$ cat config.mk
export PLATFORM = sky130hd
export DESIGN_NAME = sample_fifo
export DESIGN_NICKNAME = d
export VERILOG_FILES = /design/src/rtl/sample_fifo.sv
export SDC_FILE = /design/constraint.sdc
export NUM_CORES = 1
export LEC_CHECK = 0
export ABC_CLOCK_PERIOD_IN_PS = 2900
export CAP_MARGIN = 20
export CORE_AREA = 2 2 130 132
export DETAILED_ROUTE_END_ITERATION = 8
export DIE_AREA = 0 0 132 134
export PLACE_DENSITY = 0.45
export SYNTH_ARGS = -nofsm -noshare
export SYNTH_HDL_FRONTEND = slang
export SYNTH_SLANG_ARGS = --single-unit
export TNS_END_PERCENT = 10
$ cat constraint.sdc
create_clock -name clk_i -period 2.9 [get_ports clk_i]
set_input_delay 0.58 -clock clk_i [delete_from_list [all_inputs] [get_ports clk_i]]
set_output_delay 0.58 -clock clk_i [all_outputs]
set_load 0.005 [all_outputs]
$ cat src/rtl/sample_fifo.sv
// Synchronous sample FIFO between the ADC SPI front end and downstream consumers.
// Registered read port with a one-cycle valid strobe and sticky overflow/underflow flags.
module sample_fifo #(
    parameter int Width = 12,
    parameter int Depth = 8,
    localparam int AW = $clog2(Depth)
) (
    input  logic             clk_i,
    input  logic             rst_i,
    input  logic             clr_i,
    input  logic             wr_i,
    input  logic [Width-1:0] din_i,
    input  logic             rd_i,
    output logic [Width-1:0] dout_o,
    output logic             rd_valid_o,
    output logic [AW:0]      level_o,
    output logic             full_o,
    output logic             empty_o,
    output logic             ovf_o,
    output logic             udf_o
);

    logic [Width-1:0] mem [Depth];
    logic [AW-1:0]    wr_ptr;
    logic [AW-1:0]    rd_ptr;
    logic             rd_ok;
    logic             wr_ok;

    assign full_o  = (level_o == (AW+1)'(Depth));
    assign empty_o = (level_o == '0);
    assign rd_ok   = rd_i && !empty_o;
    // A write into a full FIFO is still accepted when a read frees a slot on the same edge.
    assign wr_ok   = wr_i && (!full_o || rd_ok);

    always_ff @(posedge clk_i) begin
        if (!rst_i && !clr_i && wr_ok) begin
            mem[wr_ptr] <= din_i;
        end
    end

    always_ff @(posedge clk_i or posedge rst_i) begin
        if (rst_i) begin
            wr_ptr     <= '0;
            rd_ptr     <= '0;
            level_o    <= '0;
            dout_o     <= '0;
            rd_valid_o <= 1'b0;
            ovf_o      <= 1'b0;
            udf_o      <= 1'b0;
        end else if (clr_i) begin
            wr_ptr     <= '0;
            rd_ptr     <= '0;
            level_o    <= '0;
            dout_o     <= '0;
            rd_valid_o <= 1'b0;
            ovf_o      <= 1'b0;
            udf_o      <= 1'b0;
        end else begin
            rd_valid_o <= rd_ok;
            if (wr_ok) begin
                wr_ptr <= wr_ptr + AW'(1);
            end
            if (rd_ok) begin
                dout_o <= mem[rd_ptr];
                rd_ptr <= rd_ptr + AW'(1);
            end
            if (wr_ok && !rd_ok) begin
                level_o <= level_o + (AW+1)'(1);
            end else if (rd_ok && !wr_ok) begin
                level_o <= level_o - (AW+1)'(1);
            end
            // Error flags are sticky and never block later traffic.
            if (wr_i && !wr_ok) begin
                ovf_o <= 1'b1;
            end
            if (rd_i && !rd_ok) begin
                udf_o <= 1'b1;
            end
        end
    end

endmodule

# After elaboration in Yosys (flattened, before gate mapping)
# Memories as Yosys holds them, arrays and structs flattened.
# Index checks and enable logic that the tools add are counted.
dict set report totals {
  ff_bits 25
  ram_bits 96
  inputBits 17
  out_inout_bits 21
  wordCells 50
  n_memories 1
}
dict set report op_classes {
  n_addsub 4
  eq_ne 1
  n_mux 16
  reduce_logical 21
}
# name words width read_ports rd_clocked_by_memory_dff wr line_no
set memory_table {}
lappend memory_table {mem 8 12 1 0 1 23} ;# logic [Width-1:0] mem [Depth];
# operator n
set ops {}
lappend ops {{$mux 12} 2}
lappend ops {{$mux 3} 4}
lappend ops {{$mux 4} 3}
lappend ops {{$logic_and 1x1->1} 8}
lappend ops {{$reduce_bool 2->1} 4}
lappend ops {{$mux 1} 7}
lappend ops {{$add 3x1->3 const B} 2}
lappend ops {{$logic_not 1->1} 6}
lappend ops {{$add 4x1->4 const B} 1}
lappend ops {{$eq 4x4->1 const B} 1}
lappend ops {{$logic_not 4->1} 1}
lappend ops {{$sub 4x1->4 const B} 1}
lappend ops {{$reduce_bool 3->1} 1}
lappend ops {{$logic_or 1x1->1} 1}

# Depth between registers and ports, before layout
# Gate-level depths: netlist of the first run.
dict set report depth {
  ltp_word 10
  mapped_depth 9
  depth_no_buf 8
}

# Worst setup path after synthesis of the first run
# OpenSTA, ideal clock, no wires.
dict set report synth_path {
  path_type {input to register}
  startpoint {input port wr_i}
  endpoint {memory mem[1][0] (enable)}
  setup_ns 0.412
  arrival_ns 2.741
  t_required_ns 2.488
  slack_ns -0.253
  cell_stages 4
  n_path_buf 1
  cell_sequence {clkbuf_1 > o21ai_1 > or3b_2 > nor4_1}
}
dict set report synth_between {
  elab_chain_len 4
}
# item line_no
set synth_lines {}
lappend synth_lines {{from (decl)} 11} ;# input logic wr_i,
lappend synth_lines {{$logic_and 1x1->1} 33} ;# assign wr_ok = wr_i && (!full_o || rd_ok);
lappend synth_lines {{$logic_and 1x1->1} 36} ;# if (!rst_i && !clr_i && wr_ok) begin
lappend synth_lines {{$mux 1} 36}
lappend synth_lines {{$mux 1 (not written as such)} 37} ;# mem[wr_ptr] <= din_i;
lappend synth_lines {{to (decl)} 23}
# No other way between the ends.

# Worst setup path after layout of the first run
dict set report layout_path {
  startpoint {register level_o[2]}
  endpoint {output port full_o}
}
dict set report layout_between {
  elab_chain_len 1
}
# item line_no
set layout_lines {}
lappend layout_lines {{from (decl)} 16} ;# output logic [AW:0] level_o,
lappend layout_lines {{from (signal assigned)} 68} ;# level_o <= level_o + (AW+1)'(1);
lappend layout_lines {{from (signal assigned)} 70} ;# level_o <= level_o - (AW+1)'(1);
lappend layout_lines {{$eq 4x4->1} 29} ;# assign full_o = (level_o == (AW+1)'(Depth));
lappend layout_lines {{to (decl)} 17} ;# output logic full_o,
# No other way between the ends.

==> results of run 1 <==
==> layer usage <==
metal | up-vias | wire (um) | GRT usage
met5 | - | 0 | 0
met4 | 0 | 121 | 0.0483
met3 | 15 | 477 | 0.0435
met2 | 69 | 4810 | 0.191
met1 | 1389 | 5190 | 0.181
li1 | 1208 | - | -
==> cell usage in the layout (no fill, tap or decap), types with 2 or more instances in the layout <==
master	Yosys	routed
a211oi_1	2	2
nor2_1	32	32
xor2_1	3	3
buf_4	0	23
nor4_2	0	2
clkdlybuf4s50_1	0	37
a21oi_1	4	4
clkbuf_16	0	17
dfrtp_1	25	25
ha_1	4	4
or3_1	2	2
xnor2_1	4	4
o22ai_1	12	12
clkinv_4	0	3
clkinvlp_4	0	4
inv_6	0	3
inv_1	7	7
clkbuf_8	0	2
nand2_1	7	7
nor3_1	13	13
edfxtp_1	96	96
mux4_2	24	24
==> kinds of logic after synthesis <==
family | Yosys count
flip-flops | 121
multiplexers | 25
adder cells (fa/ha/maj) | 5
AO/OA/AOI/OAI | 30
AND/OR/NAND/NOR | 64
buffers and inverters | 24
XOR/XNOR | 7
==> through the flow <==
stage / utilization / hold slack [ns] / TNS (ns) / total power [mW]
6_report: 0.376 / 0.514 / 0 / 5.38
5_1_grt: 0.376 / 0.554 / 0 / 5.66
4_1_cts: 0.376 / 0.535 / 0 / 5.46
3_5_place_dp: 0.341 / 0.521 / 0 / 3.43
3_3_place_gp: 0.341 / 0.512 / 0 / 3.44
2_1_floorplan: - / 0.486 / -1.31 / 2.92
==> power groups by stage <==
stage                     Sequential, mW  Clock [mW]  Combinational, mW
after CTS                           2.09        2.05               1.32
after global placement              2.12           0               1.32
after global routing                2.10        2.14               1.42
after floorplan                     2.11           0              0.813
after detailed placement            2.12           0               1.31
final                               2.08        2.01               1.29
==> registers in the layout, summed over array words and instances, names as in the netlist <==
| register | count |
|---|---|
| mem | 96 |
| dout_o | 12 |
| level_o | 4 |
| rd_ptr | 3 |
| wr_ptr | 3 |
| ovf_o | 1 |
| rd_valid_o | 1 |
| udf_o | 1 |
==> worst reg2reg max path: cells and delay by family (launching register included) <==
family | cells | cell delay, ns
compound gates | 3 | 0.57
fa+ha+maj | 1 | 0.22
buf+inv | 1 | 0.08
flops | 1 | 0.47
simple gates | 3 | 1.07
==> worst paths after layout <==
| check | slack [ns] | start | endpoint |
|---|---|---|---|
| worst max register to register | 0.37 | level_o[2]$_DFFE_PP0P_ | level_o[3]$_DFFE_PP0P_ |
| worst min register to register | 0.51 | udf_o$_DFFE_PP0P_ | udf_o$_DFFE_PP0P_ |
| worst max-delay path | 0.31 | level_o[2]$_DFFE_PP0P_ | full_o |
| min in group asynchronous | 0.73 | rst_i | dout_o[1]$_DFFE_PP0P_ |
| worst min-delay path | 0.51 | udf_o$_DFFE_PP0P_ | udf_o$_DFFE_PP0P_ |
| max in group asynchronous | 1.91 | rst_i | rd_valid_o$_DFF_PP0_ |
==> cell type report <==
class	count	area (um2)
multi-input cells	131	1200
fillers	1533	10200
flip-flops and latches	121	3510
clock inverters	12	118
well taps	220	275
clock buffers	20	457
inverters	7	26.3
repair buffers	60	543
==> summary.md, run 1 <==
| Metric | Value |
|---|---|
| Run status | `complete, no violations` |
| Most repeated cell in the gate-level netlist after synthesis | `edfxtp_1` |
| Number of clock sinks | `121` |
| Hold violation total from the final report | `0` |
| Cell type with the largest total area after synthesis | `edfxtp_1` |
| Combinational family with the most area after synthesis | `multiplexers` |
| Comb power frac | `0.239` |
| Die Wd | `approximately 130 um` |
| Least-Margin Pin Slew | `a little over 0.6 ns` |
| Total congestion overflow after global routing | `0` |
| Total routed wirelength | `around 11000 um` |
| Number of hold buffers added after cts | `0` |
| Most frequent cells after synthesis | `edfxtp_1, nor2_1, dfrtp_1` |
| Number of antenna violations at the first check in global routing | `0` |
| Post-detailed-route DRC marker count | `0` |
| Worst vdd ir | `between 0.0003 and 0.0004 V` |
| Sequential Power Share | `0.388` |
| Maximum clock skew at final layout | `0.00648 ns` |
| Synth-to-layout area growth | `27.6%` |
| Worst stage delay on the critical path | `0.54 ns` |
| CP Capture Type | `output port` |
| Final critical path time including I/O delays and setup | `2.59 ns` |
| Data arrival time of the worst path | `~2 ns` |
| Worst Path Max Fanout | `9` |
| Count of final max-slew check failures | `0` |
| Warnings, synthesis | `0` |
| Post-synth design cell area | `a little under 0.005 mm2` |
| Cells along the critical path | `or4b_4 -> inv_1 -> clkdlybuf4s50_1` |
| Number of gates resized after cts | `0` |
| First-pass iteration count of the detailed router | `4` |
| Layout cells sized above 1 | `0.236` |
| Crit Path Category | `reg -> out` |
| Pin count of the biggest net entering global routing | `27` |
| Count of unique library cells instantiated by Yosys | `41` |
| Number of endpoints failing setup at the final stage | `0` |
| Share of synthesized area occupied by flip-flops and latches | `0.730` |
| Area enclosed by the die boundary | `0.0177 mm2` |
| Effective utilization at floorplan | `0.295` |
| Int Pwr | `about 4 mW` |
| Crit path depth | `3` |
| Final routed wire length divided by cell count | `approximately 19 um` |
| Area fraction in compound gates after synthesis | `0.0432` |
| Share of the synthesized area in the top cell type | `0.600` |
| Clock latency reported for the late side of the worst-skew pair | `0.41 ns` |
| Number of antenna cells inserted | `0` |
| Xor and xnor area share after synthesis | `0.0128` |
| Max-cap violations | `0` |
| Worst slack after detailed placement | `around 0.12 ns` |
| Routability congestion estimate | `between 0.7 and 0.8` |
| CP delay by family, top | `buffers and inverters` |
| Hold/Removal Path Class | `reg -> reg` |
| Number of global-route vias before repair | `between 2000 and 3000` |
| Most used DFF post-synth | `edfxtp_1` |
| CTS Buf Count | `17` |
| Boundary pin count | `38` |
| Half-perimeter wire length after detailed placement | `6480 um` |
| Area share of fa/ha/maj cells after synthesis | `0.0146` |
| Standby leakage power | `about 2.1 nW` |
| Main area contributors after synthesis | `edfxtp_1, dfrtp_1, mux4_2` |
| Number of synthesized flops with an enable pin | `96` |
| P per Cell Area | `around 900 mW/mm2` |
| Post-Syn Area per Cell | `17.4 um2` |
| Max Clk Rate | `a little under 0.4 GHz` |
| FF-to-FF path depth | `8` |
| Level count of the clock H-tree | `4` |
| Share of cell area taken by muxes after synthesis | `0.115` |
| Floorplan die height | `134 um` |
| Worst-path cell with the longest stage delay | `or4b_4` |
| Switch Pwr | `about 1.5 mW` |
| Share of flip-flops with an asynchronous set or reset after synthesis | `0.207` |
| Placed Instance Area | `0.00555 mm2` |
| Number of buffers on the longest clock path | `2` |
| Global-route wire length before repair | `16600 um` |
| CORE AREA | `around 0.016 mm2` |
| Worst Hold Depth | `2` |
| Post-layout nets | `360` |
| Worst Path Buf+Inv | `2` |
| CTS root buf | `clkbuf_16` |
| Routed via count | `~2700` |
| Row count | `47` |
| TritonCTS clock tree | `done` |
| 1st-iter DRT viols | `between 150 and 200` |
| Clock transition time at the flip-flop clock pins of the worst setup and hold paths | `roughly 0.050 ns` |
| Relative slew margins | `0.584` |
| Clk pwr share | `0.373` |
| Startpoint Class | `register` |
| Number of placed cells counting well taps | `about 540` |
| Post-CTS setup buffers | `0` |
| Setup repair after global routing missed its margin | `no` |
| Drt via density | `~4.7` |
| Basic-gate share of the synthesized area counting and, or, nand and nor cells | `0.0623` |
| Net Sw Frac | `0.275` |
| Required time at the endpoint of the critical path | `~2.3 ns` |
| Number of instances in the synthesized netlist | `approximately 280` |
| Cell Count, Final, Fillers Out | `571` |
| Net Count, Synth | `roughly 300` |
| Flip-flop and latch count after synthesis | `~120` |
| Port buffer count | `37` |
| Final worst slack | `0.306 ns` |
| Post-Layout Inst Area | `0.00613 mm2` |
| Global router's overall resource usage | `0.130` |
| Crit share post-route | `0.894` |
| Final antenna-violating net count | `0` |
Power figures use the tool's default switching activity.
==> run 2: changes to the inputs <==
CORE_AREA = 2 2 99 173   (was 2 2 130 132)
DIE_AREA = 0 0 101 175   (was 0 0 132 134)
GPL_ROUTABILITY_DRIVEN = 1   (was not set)
PLACE_DENSITY = 0.5   (was 0.45)
==> run 2 against run 1 <==
Effect of this change:
- fmax fell by 5.5%
- total power up 3.8%
- sequential cell count is the same
- die area barely moved
- core utilization fell by 0.087 points
- clock-buffer cell count fell by 3
- clock power up 10%
- clock skew increased by 0.0072 ns
- critical endpoint is now level_o[3]$_DFFE_PP0P_
==> summary.md, run 2 (synthesis gave the netlist of run 1 again) <==
| Metric | Value |
|---|---|
| Crit share post-route | `0.946 (was 0.894)` |
| Startpoint of the tightest hold check path | `ovf_o$_DFFE_PP0P_ (was udf_o$_DFFE_PP0P_)` |
| Routability congestion estimate | `0.771 (was 0.754)` |
| Effective utilization at floorplan | `0.295 (about the same)` |
| Hold violation total from the final report | `0 (unchanged)` |
| Synth-to-layout area growth | `27.3% (was 27.6%)` |
| Maximum clock skew at final layout | `0.0137 ns (was 0.00648 ns)` |
| Die Wd | `101 um (was 132 um)` |
| Final-layout fill cell count | `1512 (was 1533)` |
| Sum of met2 wire segment lengths after detailed routing | `5980 um (was 4810 um)` |
| Most flops, register | `mem (unchanged)` |
| Routed via count | `2682 (was 2681)` |
| Clock latency reported for the late side of the worst-skew pair | `0.41 ns (about the same)` |
| Area enclosed by the die boundary | `0.0177 mm2 (about the same)` |
| Number of flip-flops under the largest register name | `96 (unchanged)` |
| CTS root buf | `clkbuf_16 (unchanged)` |
| FF/Latch Area | `0.00351 mm2 (unchanged)` |
| Floorplan die height | `175 um (was 134 um)` |
| Worst Hold Depth | `2 (unchanged)` |
| Pin count of the biggest net entering global routing | `27 (unchanged)` |
| Global-route wire length before repair | `16500 um (was 16600 um)` |
| Startpoint Class | `register (unchanged)` |
| Number of endpoints failing setup at the final stage | `0 (unchanged)` |
| Worst vdd ir | `0.000362 V (was 0.000395 V)` |
| Net Sw Frac | `0.266 (was 0.275)` |
| Half-perimeter wire length after detailed placement | `6710 um (was 6480 um)` |
| Endpoint of the worst register-to-register path | `level_o[3]$_DFFE_PP0P_ (unchanged)` |
| CORE AREA | `0.0163 mm2 (about the same)` |
| Number of buffers on the longest clock path | `2 (unchanged)` |
| Registers with the highest flip-flop counts | `mem: 96 flops, dout_o: 12 flops, level_o: 4 flops (unchanged)` |
| Number of antenna violations at the first check in global routing | `0 (unchanged)` |
| Max Clk Rate | `0.364 GHz (was 0.386 GHz)` |
| Level count of the clock H-tree | `4 (unchanged)` |
| Clock transition time at the flip-flop clock pins of the worst setup and hold paths | `0.06 ns (was 0.05 ns)` |
| P per Cell Area | `912 mW/mm2 (was 877 mW/mm2)` |
| Boundary pin count | `38 (unchanged)` |
| Total routed wire length on the met1 layer | `3960 um (was 5190 um)` |
| Final routed wire length divided by cell count | `19.5 um (was 18.6 um)` |
| Standby leakage power | `2.13 nW (was 2.12 nW)` |
| Highest layer used for signal routing | `met4 (unchanged)` |
| First-pass iteration count of the detailed router | `4 (unchanged)` |
| Clk pwr share | `0.397 (was 0.373)` |
| Post-CTS setup buffers | `0 (unchanged)` |
| Global router's overall resource usage | `0.129 (was 0.130)` |
| Number of placed cells counting well taps | `507 (was 539)` |
| Setup repair after global routing missed its margin | `no (unchanged)` |
| Final total negative setup slack | `0 ns (unchanged)` |
| 1st-iter DRT viols | `136 (was 167)` |
| TritonCTS clock tree | `done (unchanged)` |
| Required time at the endpoint of the critical path | `3.24 ns (was 2.32 ns)` |
| Final critical path time including I/O delays and setup | `2.74 ns (was 2.59 ns)` |
| Layout cells sized above 1 | `0.225 (was 0.236)` |
| Drt via density | `4.98 (was 4.70)` |
| Number of clock sinks | `121 (unchanged)` |
| Post-layout nets | `356 (was 360)` |
| Area taken by multi-input logic gates | `0.00120 mm2 (unchanged)` |
| Minimum setup slack among reg-to-reg paths | `0.16 ns (was 0.37 ns)` |
| Total Power | `5.58 mW (was 5.38 mW)` |
| Met3 wirelength from detailed routing | `309 um (was 477 um)` |
| Cell Count, Final, Fillers Out | `539 (was 571)` |
| Switch Pwr | `1.49 mW (was 1.48 mW)` |
| Relative slew margins | `0.492 (was 0.584)` |
| Most common cell after layout, fill and taps aside | `edfxtp_1 (unchanged)` |
| Data arrival time of the worst path | `3.09 ns (was 2.01 ns)` |
| Number of antenna cells inserted | `0 (unchanged)` |
| Crit Path Category | `reg -> reg (was reg -> out)` |
| Final antenna-violating net count | `0 (unchanged)` |
| Comb power frac | `0.233 (was 0.239)` |
| Least-Margin Pin Slew | `0.752 ns (was 0.623 ns)` |
| Sequential Power Share | `0.371 (was 0.388)` |
| Row count | `62 (was 47)` |
| Post-detailed-route DRC marker count | `0 (unchanged)` |
| Crit Reg-Reg Startpoint | `level_o[3]$_DFFE_PP0P_ (was level_o[2]$_DFFE_PP0P_)` |
| FF-to-FF path depth | `8 (unchanged)` |
| Worst hold endpoint | `ovf_o$_DFFE_PP0P_ (was udf_o$_DFFE_PP0P_)` |
| CP Capture Type | `register (was output port)` |
| Max-cap violations | `0 (unchanged)` |
| Hold/Removal Path Class | `reg -> reg (unchanged)` |
| Int Pwr | `4.09 mW (was 3.90 mW)` |
| Worst Path Max Fanout | `8 (was 9)` |
| Total routed wirelength | `10500 um (was 10600 um)` |
| Number of hold buffers added after cts | `0 (unchanged)` |
| Number of gates resized after cts | `0 (unchanged)` |
| Port buffer count | `37 (unchanged)` |
| Count of final max-slew check failures | `0 (unchanged)` |
| Total congestion overflow after global routing | `0 (unchanged)` |
| Number of global-route vias before repair | `2847 (was 2637)` |
| CTS Buf Count | `17 (unchanged)` |
| Run status | `complete, no violations (unchanged)` |
| Leading cell types in the layout, fill and taps excluded | `edfxtp_1, clkdlybuf4s50_1, nor2_1 (unchanged)` |
run 2: area by class of cell:
cell class	instances	share of cell area
clock inverter	15	0.0327
multi-input combinational	131	0.196
sequential	121	0.574
clock buffer	17	0.0696
tap	192	0.0393
inverter	7	0.00430
timing repair buffer	56	0.0839
run 2: how the worst max path moves through the flow:
stage | startpoint | endpoint | slack (ns) | cells past startpoint
2_1_floorplan | wr_i | mem[0][0]$_DFFE_PP_ | -0.11 | 4
3_3_place_gp | wr_i | level_o[3]$_DFFE_PP0P_ | 0.11 | 8
3_5_place_dp | wr_i | level_o[3]$_DFFE_PP0P_ | -0.01 | 8
4_1_cts | level_o[3]$_DFFE_PP0P_ | level_o[3]$_DFFE_PP0P_ | 0.21 | 8
5_1_grt | level_o[3]$_DFFE_PP0P_ | level_o[3]$_DFFE_PP0P_ | 0.16 | 8
6_report | level_o[3]$_DFFE_PP0P_ | level_o[3]$_DFFE_PP0P_ | 0.16 | 8
run 2: power groups by stage:
| stage | logic, mW | clock network [mW] | registers (mW) |
|---|---|---|---|
| 6_report | 1.30 | 2.21 | 2.07 |
| 5_1_grt | 1.42 | 2.32 | 2.09 |
| 4_1_cts | 1.32 | 2.25 | 2.07 |
| 3_5_place_dp | 1.32 | 0 | 2.11 |
| 3_3_place_gp | 1.30 | 0 | 2.10 |
| 2_1_floorplan | 0.813 | 0 | 2.11 |
run 2: stage by stage:
stage                     hold WS, ns  setup WS, ns  utilization  cell area [um2]
after floorplan                 0.486        -0.109            -             4810
after global placement          0.522         0.111        0.337             5490
after detailed placement        0.519       -0.0149        0.337             5490
after CTS                       0.532         0.215        0.375             6110
after global routing            0.579         0.164        0.375             6110
final                           0.523         0.156        0.375             6110
run 2: per-layer routing:
| metal | GRT usage | vias to the layer above |
|---|---|---|
| met5 | 0 | - |
| met4 | 0.0608 | 0 |
| met3 | 0.0312 | 21 |
| met2 | 0.236 | 77 |
| met1 | 0.136 | 1392 |
| li1 | - | 1192 |
run 2: worst max-delay path, cell delays in order (launching register included):
cell and delay [ns]:
dfrtp_1 0.51, or4b_4 0.54, o211a_2 0.19, inv_1 0.09, ha_1 0.23, a21o_1 0.22
a2111oi_0 0.56, a22o_1 0.25, or3_1 0.10
==> run 3: changes to the inputs <==
RECOVER_POWER = 50   (was not set)
SLEW_MARGIN = 5   (was not set)
==> run 3 against run 2 <==
Effect of this change:
- clock-buffer cell count stayed put
- hold slack worse by 0.0020 ns
- clock skew is 0.0029 ns lower
- global-route usage stayed put
- via count hardly changed
- the flow now finishes with violations (max-capacitance violations, max-slew violations)
- combinational power hardly changed
- core utilization is 0.069 points lower
==> summary.md, run 3 (synthesis gave the netlist of run 1 again) <==
| Metric | Value |
|---|---|
| Run status | `finished with violations (was complete, no violations)` |
| Worst Path Max Fanout | `8 (unchanged)` |
| Number of hold buffers added after cts | `0 (unchanged)` |
| Final routed wire length divided by cell count | `19.5 um (about the same)` |
| Cell Count, Final, Fillers Out | `539 (unchanged)` |
| Number of endpoints failing setup at the final stage | `0 (unchanged)` |
| Number of flip-flops under the largest register name | `96 (unchanged)` |
| TritonCTS clock tree | `done (unchanged)` |
| Global router's overall resource usage | `0.129 (unchanged)` |
| Level count of the clock H-tree | `4 (unchanged)` |
| Number of global-route vias before repair | `2847 (unchanged)` |
| Number of antenna cells inserted | `0 (unchanged)` |
| Effective utilization at floorplan | `0.295 (unchanged)` |
| Hold/Removal Path Class | `reg -> reg (unchanged)` |
| Count of final max-slew check failures | `26 (was 0)` |
| Post-CTS setup buffers | `0 (unchanged)` |
| 1st-iter DRT viols | `128 (was 136)` |
| Clock transition time at the flip-flop clock pins of the worst setup and hold paths | `0.06 ns (about the same)` |
| Final critical path time including I/O delays and setup | `2.80 ns (was 2.74 ns)` |
| Crit Path Category | `reg -> reg (unchanged)` |
| Number of placed cells counting well taps | `507 (unchanged)` |
| Total routed wirelength | `10500 um (about the same)` |
| Startpoint Class | `register (unchanged)` |
| Drt via density | `4.97 (was 4.98)` |
| Row count | `62 (unchanged)` |
| P per Cell Area | `911 mW/mm2 (was 912 mW/mm2)` |
| Registers with the highest flip-flop counts | `mem: 96 flops, dout_o: 12 flops, level_o: 4 flops (unchanged)` |
| Number of gates resized after cts | `0 (unchanged)` |
| Post-layout nets | `356 (unchanged)` |
| Violated checks | `max-capacitance violations, max-slew violations` |
| Area enclosed by the die boundary | `0.0177 mm2 (unchanged)` |
| Startpoint of the tightest hold check path | `ovf_o$_DFFE_PP0P_ (unchanged)` |
| Crit share post-route | `0.965 (was 0.946)` |
| Post-detailed-route DRC marker count | `0 (unchanged)` |
| Max Clk Rate | `0.357 GHz (was 0.364 GHz)` |
| Global-route wire length before repair | `16500 um (unchanged)` |
| Number of clock sinks | `121 (unchanged)` |
| Boundary pin count | `38 (unchanged)` |
| CORE AREA | `0.0163 mm2 (unchanged)` |
| Synth-to-layout area growth | `27.1% (was 27.3%)` |
| Max-cap violations | `1 (was 0)` |
| Total Power | `5.56 mW (was 5.58 mW)` |
| Minimum setup slack among reg-to-reg paths | `0.10 ns (was 0.16 ns)` |
| Layout cells sized above 1 | `0.216 (was 0.225)` |
| Final-layout fill cell count | `1514 (was 1512)` |
| Worst vdd ir | `0.000362 V (about the same)` |
| Worst slack after detailed placement | `-0.0149 ns (unchanged)` |
| Total congestion overflow after global routing | `0 (unchanged)` |
| Required time at the endpoint of the critical path | `3.25 ns (was 3.24 ns)` |
| Standby leakage power | `2.13 nW (about the same)` |
| FF-to-FF path depth | `8 (unchanged)` |
| Maximum clock skew at final layout | `0.0107 ns (was 0.0137 ns)` |
| First-pass iteration count of the detailed router | `4 (unchanged)` |
| Data arrival time of the worst path | `3.14 ns (was 3.09 ns)` |
| Final worst slack | `0.102 ns (was 0.156 ns)` |
| Least-Margin Pin Slew | `1.51 ns (was 0.752 ns)` |
| Half-perimeter wire length after detailed placement | `6710 um (unchanged)` |
| CTS Buf Count | `17 (unchanged)` |
| Number of buffers on the longest clock path | `2 (unchanged)` |
| CTS root buf | `clkbuf_16 (unchanged)` |
| Port buffer count | `37 (unchanged)` |
| Most flops, register | `mem (unchanged)` |
| Crit Reg-Reg Startpoint | `level_o[3]$_DFFE_PP0P_ (unchanged)` |
| Endpoint of the worst register-to-register path | `level_o[3]$_DFFE_PP0P_ (unchanged)` |
| Final antenna-violating net count | `0 (unchanged)` |
| Routed via count | `2680 (was 2682)` |
| Relative slew margins | `-0.00497 (was 0.492)` |
| Hold violation total from the final report | `0 (unchanged)` |
| Routability congestion estimate | `0.771 (unchanged)` |
| Most common cell after layout, fill and taps aside | `edfxtp_1 (unchanged)` |
| Leading cell types in the layout, fill and taps excluded | `edfxtp_1, nor2_1, dfrtp_1 (was edfxtp_1, clkdlybuf4s50_1, nor2_1)` |
| Number of antenna violations at the first check in global routing | `0 (unchanged)` |
| Worst Hold Depth | `2 (unchanged)` |
| Worst hold endpoint | `ovf_o$_DFFE_PP0P_ (unchanged)` |
| Die Wd | `101 um (unchanged)` |
| CP Capture Type | `register (unchanged)` |
| Pin count of the biggest net entering global routing | `27 (unchanged)` |
| Floorplan die height | `175 um (unchanged)` |
| Setup repair after global routing missed its margin | `no (unchanged)` |
| Clock latency reported for the late side of the worst-skew pair | `0.41 ns (about the same)` |
[run 3: changes by cell type in the layout (fill, tap and decap cells not counted), sizes merged]
cell / delta
buf: -2
clkbuf: +2
clkdlybuf4s50: -15
dlygate4sd3: +15
[run 3: critical path: stages, from the launching register on]
cell       delay [ns]
dfrtp_1          0.52
or4b_1           0.56
o211a_2          0.22
inv_1            0.09
ha_1             0.23
a21o_1           0.21
a2111oi_0        0.57
a22o_1           0.25
or3_1            0.10
[run 3: how the worst max path moves through the flow]
stage                                 from                     end  slack (ns)
floorplan                             wr_i     mem[0][0]$_DFFE_PP_       -0.11
global placement                      wr_i  level_o[3]$_DFFE_PP0P_        0.11
detailed placement                    wr_i  level_o[3]$_DFFE_PP0P_       -0.01
CTS                 level_o[3]$_DFFE_PP0P_  level_o[3]$_DFFE_PP0P_        0.21
global route        level_o[3]$_DFFE_PP0P_  level_o[3]$_DFFE_PP0P_        0.12
finish              level_o[3]$_DFFE_PP0P_  level_o[3]$_DFFE_PP0P_        0.10
[run 3: metrics by stage]
step / cell area [um2] / utilization / TNS (ns) / hold WS, ns
global placement: 5490 / 0.337 / 0 / 0.522
CTS: 6110 / 0.375 / 0 / 0.532
global route: 6100 / 0.375 / 0 / 0.575
floorplan: 4810 / - / -1.31 / 0.486
finish: 6100 / 0.375 / 0 / 0.521
detailed placement: 5490 / 0.337 / -0.0149 / 0.519
[run 3: routing by layer]
metal / vias up / share of wire / global-route usage
met5: - / 0 / 0
met4: 0 / 0.028 / 0.0608
met3: 22 / 0.028 / 0.0312
met2: 75 / 0.57 / 0.236
met1: 1389 / 0.37 / 0.136
li1: 1194 / - / -
[run 3: where the power goes]
group / leakage [nW] / total (mW) / switching [mW] / internal, mW
sequential: 1.20 / 2.07 / 0.0746 / 1.99
combinational: 0.629 / 1.28 / 0.635 / 0.648
clock: 0.299 / 2.21 / 0.772 / 1.44
total: 2.13 / 5.56 / 1.48 / 4.08
[run 3: area by class of cell]
type	count	area (um2)	area share
Multi-Input combinational cell	131	1200	0.196
Tap cell	192	240	0.0394
Clock inverter	15	200	0.0328
Sequential cell	121	3510	0.575
Timing Repair Buffer	56	505	0.0828
Inverter	7	26.3	0.00431
Clock buffer	17	425	0.0697
